[src/rtl/cic_decimator_mc.sv]
// Time-interleaved multi-channel CIC decimator. One integrator/comb datapath is
// shared by all channels; per-channel state lives in packed arrays indexed by channel.
module cic_decimator_mc #(
  parameter int NUM_CH    = 4,
  parameter int STAGES    = 3,
  parameter int R_MAX     = 16,
  parameter int M         = 1,
  parameter int IN_WIDTH  = 16,
  parameter int OUT_WIDTH = 24,
  localparam int FULL_W = IN_WIDTH + STAGES * $clog2(R_MAX * M),
  localparam int CHW    = (NUM_CH > 1) ? $clog2(NUM_CH) : 1,
  localparam int RW     = $clog2(R_MAX + 1),
  localparam int SW     = $clog2(FULL_W)
) (
  input  logic                        in_clock,
  input  logic                        in_reset_n,
  input  logic                        cfg_load,
  input  logic [RW-1:0]               cfg_rate,
  input  logic [SW-1:0]               cfg_shift,
  input  logic                        in_valid,
  output logic                        in_ready,
  input  logic signed [IN_WIDTH-1:0]  in_data,
  input  logic [CHW-1:0]              in_chan,
  output logic                        out_valid,
  input  logic                        out_ready,
  output logic signed [OUT_WIDTH-1:0] out_data,
  output logic [CHW-1:0]              out_chan,
  output logic                        seq_err
);

  typedef struct packed {
    logic [CHW-1:0]    chan;
    logic [FULL_W-1:0] val;
  } p1_t;

  localparam logic [RW-1:0]  RMAX_V  = RW'(R_MAX);
  localparam logic [SW-1:0]  SHMAX_V = SW'(FULL_W - 1);
  localparam logic [CHW-1:0] LAST_CH = CHW'(NUM_CH - 1);
  localparam logic signed [FULL_W:0] SAT_MAX =
    $signed(((FULL_W+1)'(1) << (OUT_WIDTH - 1)) - (FULL_W+1)'(1));
  localparam logic signed [FULL_W:0] SAT_MIN = ~SAT_MAX;

  if (M != 1 && M != 2) begin : g_chk_m
    $error("cic_decimator_mc: M must be 1 or 2");
  end
  if (OUT_WIDTH < 2 || OUT_WIDTH > FULL_W) begin : g_chk_ow
    $error("cic_decimator_mc: OUT_WIDTH must be in 2..FULL_W");
  end

  logic [NUM_CH-1:0][STAGES-1:0][FULL_W-1:0]        integ;
  logic [NUM_CH-1:0][STAGES-1:0][M-1:0][FULL_W-1:0] dly;
  logic [STAGES-1:0][FULL_W-1:0]                    int_nx;
  logic [STAGES-1:0][M-1:0][FULL_W-1:0]             dly_nx;
  logic [FULL_W-1:0]    int_acc, comb_v, comb_d;
  logic [RW-1:0]        rate, frame;
  logic [SW-1:0]        shift;
  logic [CHW-1:0]       exp_ch;
  p1_t                  p1;
  logic                 p1_fire, adv, chan_ok, last_ch, dec_smp;
  logic [FULL_W:0]      rnd_add, rnd;
  logic signed [FULL_W:0] shd;
  logic [OUT_WIDTH-1:0] sat;

  assign adv      = !(out_valid && !out_ready);
  assign in_ready = adv;
  assign chan_ok  = (in_chan == exp_ch);
  assign last_ch  = (exp_ch == LAST_CH);
  assign dec_smp  = (frame == rate - RW'(1));

  // Integrator ripple: each stage adds the freshly updated value of the stage before it.
  always_comb begin
    int_acc = FULL_W'(in_data);
    int_nx  = integ[in_chan];
    for (int s = 0; s < STAGES; s++) begin
      int_nx[s] = integ[in_chan][s] + int_acc;
      int_acc   = int_nx[s];
    end
  end

  always_comb begin
    comb_v = p1.val;
    comb_d = '0;
    dly_nx = dly[p1.chan];
    for (int s = 0; s < STAGES; s++) begin
      comb_d = comb_v - dly[p1.chan][s][M-1];
      for (int j = M - 1; j > 0; j--) dly_nx[s][j] = dly[p1.chan][s][j-1];
      dly_nx[s][0] = comb_v;
      comb_v = comb_d;
    end
  end

  // One extra bit keeps the rounding add from overflowing before the shift.
  always_comb begin
    rnd_add = ((FULL_W+1)'(1) << shift) >> 1;
    rnd     = {comb_v[FULL_W-1], comb_v} + rnd_add;
    shd     = $signed(rnd) >>> shift;
    if (shd > SAT_MAX)      sat = SAT_MAX[OUT_WIDTH-1:0];
    else if (shd < SAT_MIN) sat = SAT_MIN[OUT_WIDTH-1:0];
    else                    sat = shd[OUT_WIDTH-1:0];
  end

  always_ff @(posedge in_clock) begin
    if (!in_reset_n || cfg_load) begin
      integ     <= '0;
      dly       <= '0;
      exp_ch    <= '0;
      frame     <= '0;
      p1        <= '0;
      p1_fire   <= 1'b0;
      out_valid <= 1'b0;
      seq_err   <= 1'b0;
      if (!in_reset_n) begin
        rate     <= RMAX_V;
        shift    <= '0;
        out_data <= '0;
        out_chan <= '0;
      end else begin
        rate  <= (cfg_rate == '0) ? RW'(1) : (cfg_rate > RMAX_V) ? RMAX_V : cfg_rate;
        shift <= (cfg_shift > SHMAX_V) ? SHMAX_V : cfg_shift;
      end
    end else if (adv) begin
      p1_fire <= 1'b0;
      if (in_valid) begin
        if (!chan_ok) begin
          seq_err <= 1'b1;
        end else begin
          integ[in_chan] <= int_nx;
          exp_ch         <= last_ch ? '0 : exp_ch + CHW'(1);
          if (last_ch) frame <= dec_smp ? '0 : frame + RW'(1);
          if (dec_smp) begin
            p1_fire <= 1'b1;
            p1      <= '{chan: in_chan, val: int_nx[STAGES-1]};
          end
        end
      end
      out_valid <= p1_fire;
      if (p1_fire) begin
        dly[p1.chan] <= dly_nx;
        out_data     <= sat;
        out_chan     <= p1.chan;
      end
    end
  end

endmodule

[config.mk]
export PLATFORM = sky130hd
export DESIGN_NAME = cic_decimator_mc
export DESIGN_NICKNAME = d
export VERILOG_FILES = /design/src/rtl/cic_decimator_mc.sv
export SDC_FILE = /design/constraint.sdc
export NUM_CORES = 2
export LEC_CHECK = 0
export CAP_MARGIN = 20
export CORE_MARGIN = 4
export CORE_UTILIZATION = 40
export CTS_CLUSTER_SIZE = 10
export DETAILED_ROUTE_END_ITERATION = 10
export GPL_TIMING_DRIVEN = 0
export SYNTH_ARGS = -nofsm -noshare
export SYNTH_HDL_FRONTEND = slang
export SYNTH_SLANG_ARGS = --single-unit
[constraint.sdc]
create_clock -name in_clock -period 24.3 [get_ports in_clock]
set_input_delay 4.86 -clock in_clock [delete_from_list [all_inputs] [get_ports in_clock]]
set_output_delay 4.86 -clock in_clock [all_outputs]
set_load 0.02 [all_outputs]
==> results_dict.tcl <==
set metrics [dict create \
    status "finished clean" \
    pre_cts_ws_ns 8.700 \
    maxSlewHeadroom 0.2470 \
    worstSkewPairLatency_ns 0.68 \
    grt_max_degree 20 \
    yosysTopAreaCellShare 0.3505 \
    grt_pass1_vias 34560 \
    max_stage_delay_ns 0.92 \
    antenna_found_initial 0 \
    viasPerCell 5.635 \
    grt_remaining_overflow 0 \
    switching_power_uw 1006 \
    critPathCaptureType "flop" \
    timing.final.crit_share 0.6529 \
    clockBufferDepth 3 \
    n_fill_cell 10020 \
    cts_resized 0 \
    yosys_warnings 0 \
    netlist_instances 4913 \
    num_vias 36440 \
    synth_flop_cell "dfxtp_1" \
    dp_hpwl_um 101900 \
    tritoncts "done" \
    internal_power_uw 2231 \
    portBuffers 60 \
    skew_ns 0.04957 \
    drive_gt1_frac 0.07065 \
    setup_violations 0 \
    die-area_mm2 0.1068 \
    area_delta_synth_final_pct 12.58 \
    start_util 0.4049 \
    ys_top_cells_by_area "dfxtp_1, mux4_2, a21oi_1, nand2_1, nor2_1" \
    routed_wirelength_um 137000 \
    rsz0062_at_grt "no" \
    irDropWorstVdd_v 0.00005424 \
    avgRoutedWirePerCell_um 21.18 \
    ys_ff_latch 748 \
    cts_max_level 3 \
    synth_top_area_cell "dfxtp_1" \
    syn-cell-area_mm2 0.04067 \
    cts.sinks 748 \
    required_ns 24.80 \
    finalPower_uw 3237 \
    grt_pass1_wl_um 209300 \
    switching_share 0.3107 \
    synth_fp_nets 5141 \
    p_leak_uw 0.01631 \
    period_needed_ns 15.87 \
    hold_ws_ns 0.4518 \
    core_mm2 0.1004 \
    crit_top_cell "o21ai_0" \
    seqPwrFrac 0.392 \
    pwr-share-clk 0.380 \
    tightest_slew_ns 1.130 \
    track_usage 0.2499 \
    postRouteAntennaNets 0 \
    die_w_um 326.9 \
    fmax_ghz 0.06303 \
    crit_path_top_delay_cell "o41ai_1" \
    synth_edf_count 36 \
    finalHoldViolCount 0 \
    crit_fanout 10 \
    syn-mean-instance-area_um2 8.278 \
    root_buffer "clkbuf_16" \
    placementRows 116 \
    timing.final.ws_setup_ns 8.435 \
    timing.setup.tns_ns 0 \
    dr.pass1.iters 6 \
    p_comb_frac 0.228 \
    nNetsFinal 5307 \
    cts_setup_buffers 0 \
    drcViolationCount 0 \
    path_class "reg2reg" \
    drt-initial-drc-count 3386 \
    async_flop_share 0 \
    drv_slew 0 \
    cap_violations 0 \
    final_util 0.4559 \
    die_h_um 326.9 \
    netlist-cell-type-count 90 \
    clk_transition_reported_paths_ns 0.06 \
    ioPinCount 62 \
    cts_buffers 88 \
    ys_seq_area_frac 0.3770 \
    startpoint_type "flop" \
    diodes 0 \
    cp.arrival_ns 16.36 \
    cts_hold_buf 0 \
    holdCritPathClass "reg2reg" \
    place_congestion 0.9522 \
    p_per_area_mw_per_mm2 70.70 \
]
## critical path: cells and delay by family, from the launching register on
family | cells | cell delay (ns)
AO/OA/AOI/OAI | 22 | 5.15
XOR/XNOR | 4 | 1.67
adder cells (fa/ha/maj) | 5 | 1.80
buffers and inverters | 7 | 4.19
flip-flops | 1 | 0.31
multiplexers | 3 | 1.35
AND/OR/NAND/NOR | 7 | 1.17
## per-stage QoR
step	area (µm²)	instances
6_report	45790	6467
3_3_place_gp	42970	6330
5_1_grt	45790	6467
3_5_place_dp	43160	6342
4_1_cts	45730	6463
2_1_floorplan	40670	4913
## state kept, by name, indices dropped and copies added (netlist names)
register   cells
exp_ch         2
dly_nx        28
p1_fire        1
frame          5
out_chan       2
rate           5
seq_err        1
out_data      24
dly          336
shift          5
p1             2
out_valid      1
integ        336
## Yosys cell counts, drive strengths merged, types with 27 or more instances
library cell,number
a211oi,104
a21o,49
a21oi,763
buf,41
clkbuf,263
dfxtp,712
edfxtp,36
ha,188
inv,207
mux2i,48
mux4,172
nand2,919
nand3,46
nor2,654
nor3,60
o21a,27
o21ai,103
o21bai,31
xnor2,127
xor2,57
## worst paths after layout
| check | startpoint | endpoint | slack, ns | cells after the start |
|---|---|---|---|---|
| worst max-delay path | p1[28]$_SDFFE_PP0P_ | out_data[16]$_SDFFCE_PP0P_ | 8.43 | 48 |
| worst min-delay path | dly[216]$_SDFFE_PP0P_ | dly[216]$_SDFFE_PP0P_ | 0.45 | 2 |
| worst max register to register | p1[28]$_SDFFE_PP0P_ | out_data[16]$_SDFFCE_PP0P_ | 8.43 | 48 |
| worst min register to register | dly[216]$_SDFFE_PP0P_ | dly[216]$_SDFFE_PP0P_ | 0.45 | 2 |
## logic make-up (layout without fill, tap and decap cells)
family / count (synthesis) / count (layout) / share of synthesized area
AND/OR/NAND/NOR: 1819 / 1819 / 0.1814
AO/OA/AOI/OAI: 1220 / 1220 / 0.1788
flip-flops: 748 / 748 / 0.3770
buffers and inverters: 511 / 708 / 0.04811
multiplexers: 227 / 227 / 0.1090
adder cells (fa/ha/maj): 196 / 196 / 0.06153
XOR/XNOR: 192 / 192 / 0.04418
## power groups by stage
stage               registers [µW]  logic (µW)  clock network (µW)
finish                        1270         737                1230
global route                  1270         793                1290
CTS                           1270         727                1240
detailed placement            1300         723                   0
global placement              1300         722                   0
floorplan                     1310         493                   0
## per-layer routing
metal / up-vias / part of all wire / track usage
li1: 17280 / - / -
met3: 247 / 0.075 / 0.03993
met4: 0 / 0.037 / 0.08711
met1: 17550 / 0.43 / 0.3384
met5: - / 0 / 0
met2: 1356 / 0.46 / 0.4057
## area by class of cell
| cell class | instances | area (µm²) | area share |
|---|---|---|---|
| sequential | 748 | 15330 | 0.3349 |
| buffer | 304 | 1181 | 0.02580 |
| inverter | 207 | 777.0 | 0.01697 |
| clock buffer | 109 | 2351 | 0.05135 |
| timing repair buffer | 76 | 834.6 | 0.01823 |
| tap | 1357 | 1698 | 0.03708 |
| clock inverter | 12 | 221.5 | 0.004837 |
| multi-input combinational | 3654 | 23390 | 0.5108 |
## layout by cell type (no fill, tap or decap), types with 7 or more instances in the layout
cell / Yosys / layout
mux2i_1: 48 / 48
mux4_2: 172 / 172
a21oi_1: 763 / 763
nor2_1: 653 / 653
or2_2: 9 / 9
a211oi_1: 101 / 101
nor2b_1: 21 / 21
nand4_1: 7 / 7
or3_1: 15 / 15
o21a_1: 27 / 27
buf_8: 0 / 12
o21bai_1: 30 / 30
a21o_1: 49 / 49
o2bb2ai_1: 19 / 19
nand3_1: 46 / 46
edfxtp_1: 36 / 36
xnor2_1: 127 / 127
o21ai_2: 12 / 13
and2_1: 19 / 19
ha_1: 188 / 188
nand2_1: 919 / 919
mux2_2: 7 / 7
o21ai_0: 82 / 81
a21boi_0: 7 / 7
clkbuf_1: 263 / 277
buf_1: 35 / 34
nor3_1: 60 / 59
nand2b_1: 17 / 17
clkbuf_16: 0 / 88
clkbuf_8: 0 / 7
inv_1: 206 / 206
o31ai_1: 16 / 16
fa_1: 7 / 7
a31oi_1: 15 / 15
xor2_1: 57 / 57
clkdlybuf4s50_1: 0 / 60
o21ai_1: 8 / 8
and3_1: 23 / 23
dfxtp_1: 712 / 712
o211ai_1: 16 / 16
No activity file was read; power rests on OpenSTA's default activity.
